File: src/rtl/fifo_rd_pkg.sv
`default_nettype none
// +------------------------------------------------------------------------+
// | Module      : fifo_rd_pkg                                              |
// | Description : Shared definitions for the FIFO burst read controller:   |
// |               FSM state encoding, pop-counter width and the pop-counter |
// |               saturating increment helper.                             |
// | Ports       : none (package)                                           |
// | Revision    : 1.0 - initial release                                    |
// +------------------------------------------------------------------------+
package fifo_rd_pkg;

  // Burst controller states.
  typedef enum logic [1:0] {
    IDLE  = 2'd0,
    READ  = 2'd1,
    DRAIN = 2'd2,
    FIN   = 2'd3
  } rd_state_t;

  // Width of the optional total-pop counter.
  localparam int RD_COUNT_W = 16;

  // Increment that sticks at all-ones instead of wrapping.
  function automatic logic [RD_COUNT_W-1:0] sat_inc(input logic [RD_COUNT_W-1:0] v);
    return (&v) ? v : v + RD_COUNT_W'(1);
  endfunction

endpackage
`default_nettype wire

File: src/rtl/fifo_rd_oreg.sv
`default_nettype none
// +------------------------------------------------------------------------+
// | Module      : fifo_rd_oreg                                             |
// | Description : Single-entry downstream output register. Captures a      |
// |               popped FIFO word, holds it until the consumer accepts    |
// |               it, and frees itself on acceptance unless a new word is  |
// |               loaded on the same edge.                                 |
// | Ports       : clk    - clock (rising edge)                             |
// |               rst_n  - asynchronous active-low reset                   |
// |               load   - capture din this edge (FIFO pop strobe)         |
// |               din    - word to capture                                 |
// |               ready  - downstream ready                                |
// |               data   - registered downstream data                      |
// |               valid  - downstream valid                                |
// | Revision    : 1.0 - initial release                                    |
// +------------------------------------------------------------------------+
module fifo_rd_oreg #(
  parameter int DSIZE = 8
) (
  input  logic             clk,
  input  logic             rst_n,
  input  logic             load,
  input  logic [DSIZE-1:0] din,
  input  logic             ready,
  output logic [DSIZE-1:0] data,
  output logic             valid
);

  // A load always wins: on a simultaneous accept and pop the slot is
  // refilled, so valid stays high and the new word replaces the old one.
  // With valid=1 and ready=0 nothing changes, which keeps the word stable.
  always_ff @(posedge clk or negedge rst_n) begin
    if (!rst_n) begin
      data  <= '0;
      valid <= 1'b0;
    end else if (load) begin
      data  <= din;
      valid <= 1'b1;
    end else if (valid && ready) begin
      valid <= 1'b0;
    end
  end

endmodule
`default_nettype wire

File: src/rtl/fifo_rd_ctrl.sv
`default_nettype none
// +------------------------------------------------------------------------+
// | Module      : fifo_rd_ctrl                                             |
// | Description : Burst read controller for the read side of a FIFO.       |
// |               A start request pops burst_len words, pushing each one   |
// |               through a one-entry output register to a valid/ready     |
// |               consumer, then pulses done for one cycle.                |
// | Ports       : rclk       - clock (rising edge)                         |
// |               rrst_n     - asynchronous active-low reset               |
// |               start      - burst request, honoured only when idle      |
// |               burst_len  - words to pop, captured with start           |
// |               rempty     - FIFO empty flag                             |
// |               rdata      - FIFO head word (valid while rempty=0)       |
// |               rinc       - FIFO pop strobe (combinational)             |
// |               out_data   - registered downstream data                  |
// |               out_valid  - downstream valid                            |
// |               out_ready  - downstream ready                            |
// |               busy       - controller not idle                         |
// |               done       - one-cycle burst completion pulse            |
// |               rd_count   - total pops since reset, saturating          |
// |                            (only with FIFO_RD_CTRL_CNT_EN defined)     |
// | Build macro : FIFO_RD_CTRL_CNT_EN - adds the rd_count output/counter   |
// | Revision    : 1.0 - initial release                                    |
// +------------------------------------------------------------------------+
module fifo_rd_ctrl
  import fifo_rd_pkg::*;
#(
  parameter int DSIZE  = 8,
  parameter int BLEN_W = 5
) (
  input  logic                  rclk,
  input  logic                  rrst_n,
  input  logic                  start,
  input  logic [BLEN_W-1:0]     burst_len,
  input  logic                  rempty,
  input  logic [DSIZE-1:0]      rdata,
  output logic                  rinc,
  output logic [DSIZE-1:0]      out_data,
  output logic                  out_valid,
  input  logic                  out_ready,
  output logic                  busy,
  output logic                  done
`ifdef FIFO_RD_CTRL_CNT_EN
  ,
  output logic [RD_COUNT_W-1:0] rd_count
`endif
);

  rd_state_t         state;
  logic [BLEN_W-1:0] remaining;
  logic              busy_q;
  logic              done_q;

  // Pop only when there is a word, words are still owed, and the output
  // slot is either free or being emptied on this same edge.
  assign rinc = (state == READ) && !rempty && (remaining != '0) &&
                (!out_valid || out_ready);

  assign busy = busy_q;
  assign done = done_q;

  // ---------------------------------------------------------------------
  // Burst sequencing. busy and done are registered alongside the state so
  // that they are glitch-free: busy mirrors state != IDLE, done is high
  // exactly during the single FIN cycle.
  // ---------------------------------------------------------------------
  always_ff @(posedge rclk or negedge rrst_n) begin
    if (!rrst_n) begin
      state     <= IDLE;
      remaining <= '0;
      busy_q    <= 1'b0;
      done_q    <= 1'b0;
    end else begin
      done_q <= 1'b0;
      case (state)
        IDLE: begin
          if (start) begin
            busy_q <= 1'b1;
            if (burst_len != '0) begin
              remaining <= burst_len;
              state     <= READ;
            end else begin
              // Empty burst: nothing to pop, complete straight away.
              state  <= FIN;
              done_q <= 1'b1;
            end
          end
        end

        READ: begin
          // rinc already guarantees remaining != 0, so this cannot wrap.
          // An empty FIFO simply stalls here for as long as it stays empty.
          if (rinc) begin
            remaining <= remaining - BLEN_W'(1);
            if (remaining == BLEN_W'(1)) begin
              state <= DRAIN;
            end
          end
        end

        DRAIN: begin
          // No pops happen here, so an accept always empties the slot.
          if (!out_valid || out_ready) begin
            state  <= FIN;
            done_q <= 1'b1;
          end
        end

        FIN: begin
          state  <= IDLE;
          busy_q <= 1'b0;
        end

        default: begin
          state  <= IDLE;
          busy_q <= 1'b0;
        end
      endcase
    end
  end

  // Downstream output register.
  fifo_rd_oreg #(
    .DSIZE (DSIZE)
  ) u_oreg (
    .clk   (rclk),
    .rst_n (rrst_n),
    .load  (rinc),
    .din   (rdata),
    .ready (out_ready),
    .data  (out_data),
    .valid (out_valid)
  );

`ifdef FIFO_RD_CTRL_CNT_EN
  // Lifetime pop counter; holds at all-ones once it gets there.
  logic [RD_COUNT_W-1:0] pop_count;

  always_ff @(posedge rclk or negedge rrst_n) begin
    if (!rrst_n) begin
      pop_count <= '0;
    end else if (rinc) begin
      pop_count <= sat_inc(pop_count);
    end
  end

  assign rd_count = pop_count;
`endif

endmodule
`default_nettype wire

File: config.mk
export PLATFORM = sky130hd
export DESIGN_NAME = fifo_rd_ctrl
export DESIGN_NICKNAME = d
export VERILOG_FILES = /design/src/rtl/fifo_rd_pkg.sv /design/src/rtl/fifo_rd_oreg.sv /design/src/rtl/fifo_rd_ctrl.sv
export SDC_FILE = /design/constraint.sdc
export NUM_CORES = 1
export LEC_CHECK = 0
export ABC_AREA = 1
export CAP_MARGIN = 10
export CORE_MARGIN = 5
export CORE_UTILIZATION = 49
export CTS_BUF_LIST = sky130_fd_sc_hd__clkbuf_8
export DETAILED_ROUTE_END_ITERATION = 8
export PLACE_DENSITY = 0.81
export SYNTH_ARGS = -nofsm -noshare
export SYNTH_HDL_FRONTEND = slang
export SYNTH_HIERARCHICAL = 1
export SYNTH_SLANG_ARGS = --single-unit
export TNS_END_PERCENT = 10
File: constraint.sdc
create_clock -name rclk -period 1.65 [get_ports rclk]
set_input_delay 0.165 -clock rclk [delete_from_list [all_inputs] [get_ports rclk]]
set_output_delay 0.165 -clock rclk [all_outputs]
set_load 0.01 [all_outputs]
; Yosys cells after proc, flatten, opt, wreduce, memory -nomap -nowiden
; Index checks and enable logic that the tools add are counted.
[totals]
ff_bits = 18
latch_bits = 0
ramBits = 0
rom_bits = 0
in_bits = 18
wordCells = 50
mem_count = 0
[op_classes]
addsub = 1
multipliers = 0
div_mod_pow = 0
order_cmp = 0
n_eq_ne = 9
shifts = 0
mux = 18
bitwise = 0
n_reduce_logical = 16
[op_table]
columns = op, count
row1 = $mux W5, 3
row2 = $mux W2, 5
row3 = $pmux W5 S2, 1
row4 = $reduce_bool A5 Y1, 2
row5 = $ne A2 B2 Y1 const B, 4
row6 = $pmux W2 S4, 1
row7 = $reduce_and A4 Y1, 2
row8 = $mux W1, 6
row9 = $reduce_bool A2 Y1, 3
row10 = $eq A5 B1 Y1 const B, 1
row11 = $sub A5 B1 Y5 const B, 1
row12 = $eq A2 B2 Y1 const B, 2
row13 = $logic_and A1 B1 Y1, 4
row14 = $pmux W1 S2, 2
row15 = $eq A2 B1 Y1 const B, 1
row16 = $logic_not A1 Y1, 2
row17 = $logic_not A2 Y1, 1
row18 = $ne A2 B1 Y1 const B, 1
row19 = $reduce_and A2 Y1, 1
row20 = $logic_or A1 B1 Y1, 1

; Longest topological paths before layout
; Gate-level depths: netlist of run 1.
[depth]
word_depth = 6
mapped_depth = 11
depth_no_buf = 10

; Hierarchy
; Netlist of run 1, hierarchy kept.
[modules_own_cells]
columns = module, n_inst, cells_each, area_each_um2, seq_area_each_um2
row1 = fifo_rd_ctrl, 1, 107, 734.5, 225.2
row2 = fifo_rd_oreg, 1, 38, 341.6, 225.2

; Worst setup path before layout of run 1
; Ideal clock, no wire load.
[synth_timing]
path_type = register to register
start = register state[1]
end = register u_oreg.data[0]
setup_ns = 0.117
arrival_time_ns = 1.392
slack_ns = 0.141
stages_incl_launch_ff = 12
n_path_buf = 2
period_less_slack_ns = 1.509
path_cell_list = dfrtp_1 > inv_1 > ha_1 > buf_6 > nand2_2 > nor2_4 > nand2_4 > inv_1 > buf_6 > inv_2 > nand2_1 > nand2_1
[synth_via]
elab_chain_len = 4
[synth_lines]
columns = element, line_no
row1 = "start, declared", fifo_rd_ctrl.sv:49  ; rd_state_t state;
row2 = "start signal, assigned", fifo_rd_ctrl.sv:69  ; state <= IDLE;
row3 = "start signal, assigned", fifo_rd_ctrl.sv:81  ; state <= READ;
row4 = "start signal, assigned", fifo_rd_ctrl.sv:84  ; state <= FIN;
row5 = $eq A2 B1 Y1, fifo_rd_ctrl.sv:56  ; assign rinc = (state == READ) && !rempty && (remaining != '0) &&
row6 = $logic_and A1 B1 Y1 (3 in a row), fifo_rd_ctrl.sv:56
row7 = via rinc, fifo_rd_ctrl.sv:37  ; output logic rinc,
row8 = "end signal, assigned", fifo_rd_oreg.sv:37  ; data <= din;
row9 = "end, declared", fifo_rd_oreg.sv:25  ; output logic [DSIZE-1:0] data,
; The timed path passes the listed nets, and every way through them passes these cells.
; A chain may end at the register's enable or synchronous reset.

; Worst setup path in the final report of run 1
[layout_timing]
start = register state[1]
end = register remaining[4]
[layout_via]
elab_chain_len = 6
[layout_lines]
columns = element, line_no
row1 = $eq A2 B1 Y1, "fifo_rd_ctrl.sv:56, fifo_rd_ctrl.sv:75"
row2 = $logic_and A1 B1 Y1 (3 in a row), fifo_rd_ctrl.sv:56
row3 = $ne A2 B2 Y1 (no line), n/a
row4 = $reduce_and A4 Y1 (no line), n/a
row5 = "end signal, assigned", fifo_rd_ctrl.sv:80  ; remaining <= burst_len;
row6 = "end signal, assigned", fifo_rd_ctrl.sv:94  ; remaining <= remaining - BLEN_W'(1);
row7 = "end, declared", fifo_rd_ctrl.sv:50  ; logic [BLEN_W-1:0] remaining;
; Parallel ways exist; a longest one is shown, timed or not.

==> summary.txt, run 1 <==
Timing
  • Final Cycle Share: 95.0%
  • Fmax: 638 MHz
  • # setup viols final: 0
  • Max-slew headroom: 80.2%
  • Post-route setup slack: 0.0825 ns
  • Hold slack: between 0.2 and 0.25 ns
  • Max-slew violation total from the final report: 0
  • Minimum clock period: 1.57 ns
  • Final hold viol count: 0
  • Worst Max-Slew Pin Slew: 0.295 ns
  • Final Skew: 0.00809 ns

Min path
  • Hold crit path type: input port to async pin

Synth
  • Syn Inst Count: 145
  • Synthesis Warnings: 6
  • Synthesized area per cell: 7.42 um2
  • Synth top area cells: dfrtp_1, nand2_1, ha_1
  • Async set-or-reset flop fraction in the synthesized netlist: 100%
  • Top FF cell, synth: dfrtp_1
  • Register area share after synthesis: 41.9%
  • Synth top area share: 41.9%
  • Mapped cell area: 1080 um2
  • #FFs+latches synth: 18
  • Yosys cell types: 18
  • Cell type with the largest total area after synthesis: dfrtp_1
  • EDFF count, synth: 0
  • Mapped Nets: 169

Power
  • Internal Power: 1.61 mW
  • Register share of total power: 27.8%
  • Design Power: 2.81 mW
  • Pwr Density: 1840 nW/um2
  • Peak VDD IR: approximately 1.2 mV
  • Clk pwr share: 13.1%
  • Combinational fraction of design power: around 59%
  • Static leakage: just over 0.8 nW
  • Net Sw Frac: 42.5%
  • Psw: 1.19 mW

Drt
  • Pre-Repair DR Iteration Count: 4
  • Final WL: 2.57 mm
  • Drt drc: 0
  • DR WL/cell: 12.0 um
  • Iter 0 DRT Violations: 30
  • DR vias: 1050
  • Routed Antenna Nets: 0
  • Drt via density: 4.91

Clock network
  • CTS Root Cell: clkbuf_8
  • Sink Count: 18
  • Max clock buf depth: 2
  • Post-CTS Hold Buffers: 0
  • Clk slew on worst S/H paths: 0.07 ns
  • Clock latency on the worst-skew pair: 0.26 ns
  • CTS tree: built
  • TritonCTS Buffers: 3
  • H-tree levels: 1

Place
  • I/O Buffers: 29
  • Dpl cells: roughly 210
  • Global placer's final weighted congestion: 0.846
  • Worst slack, placed: -0.0511 ns
  • Detail Placement HPWL: ~2.0 mm

Setup path
  • Worst Path Required: 1.80 ns
  • Crit. Startpoint: state[1]
  • Peak fanout along the critical path: 5
  • Worst setup SP type: register
  • R2r startpoint: state[1]
  • Crit path kind: register to register
  • Crit end category: register
  • Arr. time, crit path: ~1.7 ns

GRT
  • Vias in the first global route: about 1000
  • Gr ovfl total: 0
  • First-pass GRT wire length: around 4.4 mm
  • Largest net degree at the start of global routing: 19
  • Total track usage: 17.2%
  • Antenna violations before repair: 0

Finish
  • Area grow syn2layout: 41.6%
  • Number of diodes: 0
  • Layout cells sized above 1: 16.1%
  • Fillers: ~180
  • Register area: around 450 um2
  • Commonest cells after routing, fill and taps aside: nand2_1, clkdlybuf4s50_1, dfrtp_1
  • Layout Cells excl Fill: 214
  • Post-layout nets: roughly 210
  • Area of the multi-input gates: 541 um2
  • Commonest non-fill, non-tap cell in the layout: nand2_1
  • Final design utilization: 70.9%

Floorplan
  • Die Y: 56.9 um
  • Die width: approximately 57 um
  • Initial Utilization: 50.1%
  • Die area: 3230 um2
  • I/O pins: 30
  • Core box area: 2150 um2
  • Rows: 17

Run
  • Max Cap Violations: 0

Status
  • Outcome: complete, no violations
## layer usage
metal	GRT usage (%)	wire, um	vias to the layer above
met3	3.45	79	7
met1	20.7	1050	489
li1	-	-	530
met4	7.28	57	0
met2	29.4	1380	24
met5	0	0	-
## state kept, by name (all words and copies together), names as in the netlist
signal,count
busy,1
remaining,5
state,2
u_oreg/data,8
u_oreg/valid,1
done,1
## synthesized netlist by cell type (2+ instances only)
cell and n:
nand2_1 56, inv_1 19, dfrtp_1 18, nand3_1 12
nor2_1 10, ha_1 6, o21bai_1 5, o21ai_0 4
inv_2 3, nand2_2 3, buf_6 2
## final cells by class
| class | instances | area share (%) |
|---|---|---|
| sequential | 18 | 29.6 |
| inverter | 22 | 5.42 |
| clock buffer | 4 | 3.61 |
| multi-input combinational | 103 | 35.5 |
| timing repair buffer | 39 | 23.6 |
| tap | 28 | 2.30 |
## repair_timing
item                                    CTS  global route
pin swaps                                 4             0
gates resized for setup                   8             3
endpoints found under the setup margin    1            14
buffers inserted                          1             0
## cells by family after synthesis
kind of cell / after synthesis / share of synthesized area, %
AND/OR/NAND/NOR: 85 / 33.5
buffers and inverters: 24 / 9.77
flip-flops: 18 / 41.9
AO/OA/AOI/OAI: 12 / 7.91
adder cells (fa/ha/maj): 6 / 6.98
## path summary, 6_finish.rpt
path	cells past startpoint	endpoint	slack (ns)
worst max register to register	10	remaining[4]	0.08
max in group asynchronous	2	u_oreg/valid	1.22
min in group rclk	3	u_oreg/data[5]	0.45
worst min register to register	2	u_oreg/data[5]	0.47
worst max-delay path	10	remaining[4]	0.08
worst min-delay path	2	remaining[0]	0.23
## critical path: stages (launching register included)
cell and delay [ns]:
dfrtp_1 0.38, inv_1 0.08, ha_1 0.20, nand2_2 0.09
nor2_4 0.13, nand2_4 0.06, buf_4 0.14, nand2_2 0.06
nand2_2 0.09, o21bai_1 0.16, nand2_1 0.06
## power groups by stage
| stage | registers [mW] | logic [mW] | clock network, mW |
|---|---|---|---|
| final | 0.780 | 1.66 | 0.368 |
| after global routing | 0.816 | 1.85 | 0.401 |
| after CTS | 0.778 | 1.64 | 0.381 |
| after detailed placement | 0.782 | 1.57 | 0 |
| after global placement | 0.771 | 1.53 | 0 |
| after floorplan | 0.827 | 0.930 | 0 |
## through the flow
stage,area (um2),setup TNS [ns]
6_report,1520,0
5_1_grt,1520,-0.0164
4_1_cts,1520,0
3_5_place_dp,1450,-0.0511
3_3_place_gp,1450,0
2_1_floorplan,1080,0
Note: power is estimated with default switching activity, not from simulation.
==> inputs of run 2 (changes only) <==
ABC_AREA = unset   (was 1)
CORE_UTILIZATION = 60   (was 49)
DONT_BUFFER_PORTS = 1   (was unset)
PLACE_DENSITY = 0.76   (was 0.81)
==> summary.txt, run 2 <==
Status
  • Outcome: finished with violations (was complete, no violations)
  • Failing checks: setup timing

Setup path
  • Worst setup SP type: register (unchanged)
  • Peak fanout along the critical path: 2 (was 5)
  • Crit end category: register (unchanged)
  • Crit. Startpoint: remaining[1] (was state[1])
  • Crit path kind: register to register (unchanged)
  • R2r startpoint: remaining[1] (was state[1])
  • Arr. time, crit path: 2.05 ns (was 1.72 ns)
  • Worst Path Required: 1.82 ns (was 1.80 ns)

Synth
  • Yosys cell types: 38 (was 18)
  • Synthesized area per cell: 11.3 um2 (was 7.42 um2)
  • Top FF cell, synth: dfrtp_1 (unchanged)
  • Cell type with the largest total area after synthesis: dfrtp_1 (unchanged)
  • Synth cell count leaders: dfrtp_1, inv_1, mux2_4, ha_1, nor2_1 (was nand2_1, inv_1, dfrtp_1, nand3_1, nor2_1)
  • Most frequent cell after synthesis: dfrtp_1 (was nand2_1)
  • EDFF count, synth: 0 (unchanged)
  • Mapped Nets: 123 (was 169)
  • Synth top area cells: dfrtp_1, mux2_4, ha_1 (was dfrtp_1, nand2_1, ha_1)
  • #FFs+latches synth: 18 (unchanged)
  • Async set-or-reset flop fraction in the synthesized netlist: 100% (unchanged)
  • Register area share after synthesis: 40.4% (was 41.9%)
  • Mapped cell area: 1120 um2 (was 1080 um2)
  • Synth top area share: 40.4% (was 41.9%)
  • Synthesis Warnings: 6 (unchanged)
  • Syn Inst Count: 99 (was 145)

Place
  • Dpl cells: 138 (was 209)
  • Global placer's final weighted congestion: 0.878 (was 0.846)
  • I/O Buffers: 0 (was 29)
  • Detail Placement HPWL: 1.88 mm (was 1.98 mm)
  • Worst slack, placed: -0.143 ns (was -0.0511 ns)

Run
  • Max Cap Violations: 0 (unchanged)

Finish
  • Reg with most FFs: u_oreg/data (unchanged)
  • Largest regs: u_oreg/data x8, remaining x5, state x2 (unchanged)
  • Fillers: 96 (was 178)
  • Max FFs per register: 8 (unchanged)
  • Commonest cells after routing, fill and taps aside: buf_4, dfrtp_1, mux2_4 (was nand2_1, clkdlybuf4s50_1, dfrtp_1)
  • Layout cells sized above 1: 44.4% (was 16.1%)
  • Post-layout nets: 152 (was 211)
  • Commonest non-fill, non-tap cell in the layout: buf_4 (was nand2_1)
  • Layout Cells excl Fill: 151 (was 214)
  • Area grow syn2layout: 30.8% (was 41.6%)
  • Number of diodes: 0 (unchanged)

Timing
  • Unrepaired setup endpoints after global routing: yes
  • Fmax: 531 MHz (was 638 MHz)
  • Max-slew violation total from the final report: 0 (unchanged)
  • Final Skew: 0.00802 ns (was 0.00809 ns)
  • Minimum clock period: 1.88 ns (was 1.57 ns)
  • Worst Max-Slew Pin Slew: 0.841 ns (was 0.295 ns)
  • # setup viols final: 13 (was 0)
  • Post-route setup slack: -0.234 ns (was 0.0825 ns)
  • Max-slew headroom: 43.8% (was 80.2%)
  • Final hold viol count: 0 (unchanged)
  • Final Cycle Share: 114% (was 95.0%)

GRT
  • Antenna violations before repair: 0 (unchanged)
  • Vias in the first global route: 951 (was 1017)
  • Largest net degree at the start of global routing: 19 (unchanged)
  • Gr ovfl total: 0 (unchanged)
  • First-pass GRT wire length: 4.71 mm (was 4.39 mm)
  • Total track usage: 23.7% (was 17.2%)

Clock network
  • CTS tree: built (unchanged)
  • H-tree levels: 1 (unchanged)
  • Clk slew on worst S/H paths: 0.07 ns (about the same)
  • Max clock buf depth: 2 (unchanged)
  • Sink Count: 18 (unchanged)
  • Clock latency on the worst-skew pair: 0.26 ns (about the same)
  • TritonCTS Buffers: 3 (unchanged)
  • CTS Root Cell: clkbuf_8 (unchanged)

Floorplan
  • Rows: 15 (was 17)
  • Die Y: 53.1 um (was 56.9 um)
  • I/O pins: 30 (unchanged)
  • Initial Utilization: 63.9% (was 50.1%)
  • Die area: 2820 um2 (was 3230 um2)
  • Core box area: 1750 um2 (was 2150 um2)
  • Die width: 53.1 um (was 56.9 um)

Power
  • Pwr Density: 2070 nW/um2 (was 1840 nW/um2)
  • Peak VDD IR: 1.36 mV (was 1.25 mV)
  • Design Power: 3.02 mW (was 2.81 mW)
  • Static leakage: 0.682 nW (was 0.809 nW)

Drt
  • Pre-Repair DR Iteration Count: 4 (unchanged)
  • Final WL: 3.22 mm (was 2.57 mm)
  • Iter 0 DRT Violations: 42 (was 30)
  • DR WL/cell: 21.3 um (was 12.0 um)
  • Drt via density: 6.34 (was 4.91)
  • Drt drc: 0 (unchanged)
  • Routed Antenna Nets: 0 (unchanged)
  • DR vias: 957 (was 1050)

Min path
  • Hold path start: burst_len[4]
  • Hold crit path type: input port to register (was input port to async pin)
-- run 2: timing repair --
item                                    in CTS  in global routing
endpoints found under the hold margin       18                  0
endpoints found under the setup margin      14                 16
gates resized for setup                     11                  9
pin swaps                                    5                  3
setup buffers                                8                  1
hold buffers                                 1                  0
-- run 2: cells by family after synthesis --
kind of cell / count (synthesis) / share of synthesized area [%]
fa+ha+maj: 6 / 6.73
flops: 18 / 40.4
simple gates: 25 / 15.2
buf+inv: 15 / 7.29
compound gates: 23 / 16.0
mux: 12 / 14.4
-- run 2: path summary, 6_finish.rpt --
| check | to | slack [ns] | depth (start not counted) |
|---|---|---|---|
| max in group asynchronous | u_oreg/data[0] | 0.67 | 1 |
| worst max register to register | state[1] | -0.23 | 7 |
| worst min-delay path | remaining[4] | 0.05 | 2 |
| worst max-delay path | state[1] | -0.23 | 7 |
| min in group asynchronous | done | 0.45 | 1 |
| worst min register to register | u_oreg/data[2] | 0.59 | 1 |
-- run 2: critical path, cell delays in order, from the launching register on --
cell and delay (ns):
dfrtp_1 0.37, inv_2 0.07, ha_4 0.16, nor4b_4 0.12
or3_4 0.43, buf_4 0.16, a211oi_4 0.24, mux2i_1 0.26
-- run 2: metal layers --
metal  global-route usage, %  up-vias  part of all wire, %
met5                       0        -                    0
met4                    11.5        0                  5.9
li1                        -      413                    -
met1                    29.3      458                   36
met2                    38.6       62                   48
met3                    5.35       24                  9.5
-- run 2: area by class of cell --
cell class                 count  area [um2]  area share, %
sequential                    18         450           30.8
tap                           25        31.3           2.14
inverter                      12        52.6           3.60
clock buffer                   3        41.3           2.83
multi-input combinational     66         649           44.5
timing repair buffer          27         235           16.1
-- run 2: where the power goes --
part	internal (mW)	total [mW]	switching [mW]
Sequential	0.659	0.908	0.248
Clock	0.162	0.313	0.150
Combinational	0.976	1.80	0.821
-- run 2: through the flow --
step	utilization, %	setup TNS (ns)	hold WS (ns)	area (um2)
final	83.7	-1.62	0.0520	1460
after global routing	83.7	-2.51	0.0464	1460
after CTS	81.6	-1.36	0.0594	1430
after detailed placement	72.0	-0.561	-0.130	1260
after global placement	72.0	-0.306	-0.130	1260
after floorplan	-	-1.48	-0.131	1130
==> inputs of run 3 (changes only) <==
CORE_MARGIN = unset   (was 5)
==> summary.txt, run 3 (synthesized netlist as in run 2, its figures left out) <==
Finish
  • Layout Cells excl Fill: 155 (was 151)
  • Area grow syn2layout: 33.7% (was 30.8%)
  • Largest regs: u_oreg/data x8, remaining x5, state x2 (unchanged)
  • Post-layout nets: 155 (was 152)
  • Commonest cells after routing, fill and taps aside: buf_4, dfrtp_1, mux2_4 (unchanged)
  • Number of diodes: 0 (unchanged)
  • Reg with most FFs: u_oreg/data (unchanged)
  • Commonest non-fill, non-tap cell in the layout: buf_4 (unchanged)
  • Max FFs per register: 8 (unchanged)
  • Layout cells sized above 1: 43.8% (was 44.4%)

Timing
  • Worst Max-Slew Pin Slew: 0.771 ns (was 0.841 ns)
  • Max-slew headroom: 48.4% (was 43.8%)
  • Final Cycle Share: 112% (was 114%)
  • Hold slack: 0.0511 ns (was 0.0520 ns)
  • Minimum clock period: 1.85 ns (was 1.88 ns)
  • # setup viols final: 14 (was 13)
  • Unrepaired setup endpoints after global routing: yes (unchanged)
  • Post-route setup slack: -0.196 ns (was -0.234 ns)
  • Final hold viol count: 0 (unchanged)
  • Final Skew: 0.00761 ns (was 0.00802 ns)
  • Max-slew violation total from the final report: 0 (unchanged)
  • Fmax: 542 MHz (was 531 MHz)

Status
  • Failing checks: setup timing (unchanged)
  • Outcome: finished with violations (unchanged)

Clock network
  • Sink Count: 18 (unchanged)
  • H-tree levels: 1 (unchanged)
  • CTS Root Cell: clkbuf_8 (unchanged)
  • TritonCTS Buffers: 3 (unchanged)
  • Clock latency on the worst-skew pair: 0.25 ns (was 0.26 ns)
  • Max clock buf depth: 2 (unchanged)
  • Clk slew on worst S/H paths: 0.07 ns (about the same)
  • CTS tree: built (unchanged)

Setup path
  • Crit path kind: register to primary output (was register to register)
  • Crit end category: primary output (was register)
  • Reg2reg setup slack: -0.19 ns (was -0.23 ns)
  • Peak fanout along the critical path: 6 (was 2)
  • Arr. time, crit path: 1.68 ns (was 2.05 ns)
  • Worst Path Required: 1.48 ns (was 1.82 ns)
  • Worst reg2reg path depth: 7 (unchanged)
  • RR Endpoint: u_oreg/data[3] (was state[1])
  • Worst setup SP type: register (unchanged)
  • R2r startpoint: state[1] (was remaining[1])

Power
  • Pwr Density: 2110 nW/um2 (was 2070 nW/um2)
  • Psw: 1.26 mW (was 1.22 mW)
  • Static leakage: 0.706 nW (was 0.682 nW)
  • Register share of total power: 28.9% (was 30.1%)
  • Internal Power: 1.90 mW (was 1.80 mW)
  • Clk pwr share: 11.3% (was 10.4%)
  • Net Sw Frac: 39.9% (was 40.4%)
  • Combinational fraction of design power: 59.8% (was 59.6%)
  • Design Power: 3.16 mW (was 3.02 mW)
  • Peak VDD IR: 1.33 mV (was 1.36 mV)

Min path
  • Hold crit path type: input port to register (unchanged)
  • Hold Path Stages: 2 (unchanged)
  • WHS Endpoint: remaining[4] (unchanged)
  • Hold path start: burst_len[4] (unchanged)

Place
  • I/O Buffers: 0 (unchanged)
  • Dpl cells: 137 (was 138)
  • Detail Placement HPWL: 1.73 mm (was 1.88 mm)
  • Global placer's final weighted congestion: 0.874 (was 0.878)

GRT
  • Total track usage: 35.0% (was 23.7%)
  • First-pass GRT wire length: 4.96 mm (was 4.71 mm)
  • Largest net degree at the start of global routing: 19 (unchanged)
  • Antenna violations before repair: 0 (unchanged)
  • Vias in the first global route: 1043 (was 951)
  • Gr ovfl total: 0 (unchanged)

Floorplan
  • I/O pins: 30 (unchanged)
  • Die Y: 45.1 um (was 53.1 um)
  • Initial Utilization: 64.6% (was 63.9%)
  • Die area: 2040 um2 (was 2820 um2)
  • Rows: 15 (unchanged)
  • Core box area: 1730 um2 (was 1750 um2)
  • Die width: 45.1 um (was 53.1 um)

Drt
  • Drt via density: 6.37 (was 6.34)
  • Iter 0 DRT Violations: 16 (was 42)
  • DR WL/cell: 21.3 um (about the same)
  • Final WL: 3.29 mm (was 3.22 mm)
  • Routed Antenna Nets: 0 (unchanged)
  • DR vias: 987 (was 957)
  • Drt drc: 0 (unchanged)
  • Pre-Repair DR Iteration Count: 4 (unchanged)

Run
  • Max Cap Violations: 0 (unchanged)
## run 3: cell types whose count changed in the layout (fill, tap and decap cells not counted), sizes merged
cell	before	now
inv	12	13
clkbuf	3	4
buf	26	28
## run 3: layer usage
layer / global-route usage (%) / vias up / share of wire [%]
li1: - / 427 / -
met1: 42.0 / 490 / 40
met2: 57.7 / 56 / 48
met3: 10.0 / 14 / 7.4
met4: 15.8 / 0 / 4.2
met5: 0 / - / 0
## run 3: layout make-up
type / count / area, um2
clock buffers: 4 / 55.1
well taps: 25 / 31.3
inverters: 12 / 55.1
repair buffers: 29 / 256
multi-input cells: 66 / 638
repair inverters: 1 / 6.26
flip-flops and latches: 18 / 450
fillers: 93 / 234
## run 3: power groups by stage
stage | clock network, mW | registers [mW] | logic (mW)
2_1_floorplan | 0 | 0.881 | 0.937
3_3_place_gp | 0 | 0.863 | 1.31
3_5_place_dp | 0 | 0.873 | 1.35
4_1_cts | 0.351 | 0.883 | 1.67
5_1_grt | 0.388 | 0.930 | 2.00
6_report | 0.357 | 0.913 | 1.89
## run 3: timing repair
action / 4_1_cts / 5_1_grt
pin swaps: 6 / 4
hold endpoints to repair: 18 / 0
setup endpoints to repair: 14 / 16
hold buffers: 1 / 0
buffers inserted: 10 / 2
cloned: 1 / 0
gates resized for setup: 11 / 3
## run 3: critical path, stage by stage (launching register included)
cell and delay, ns:
dfrtp_1 0.44, inv_4 0.11, ha_4 0.15, nand2b_4 0.05, or3_4 0.45, inv_8 0.12
buf_6 0.11
## run 3: worst max path at each step
stage | from | to | slack, ns | cells after the start
after floorplan | state[1] | u_oreg/data[0] | -0.16 | 8
after global placement | remaining[0] | state[0] | -0.08 | 7
after detailed placement | remaining[0] | remaining[0] | -0.14 | 8
after CTS | remaining[0] | rinc | -0.12 | 6
after global routing | state[1] | state[1] | -0.24 | 7
final | state[1] | rinc | -0.20 | 6
## run 3: per-stage QoR
step / setup slack (ns) / utilization, % / setup TNS [ns] / instance area [um2]
6_report: -0.196 / 86.4 / -2.06 / 1490
5_1_grt: -0.243 / 86.4 / -2.48 / 1490
4_1_cts: -0.119 / 84.8 / -1.04 / 1460
3_5_place_dp: -0.139 / 72.3 / -0.923 / 1250
3_3_place_gp: -0.0765 / 72.3 / -0.293 / 1250
2_1_floorplan: -0.164 / - / -1.48 / 1130
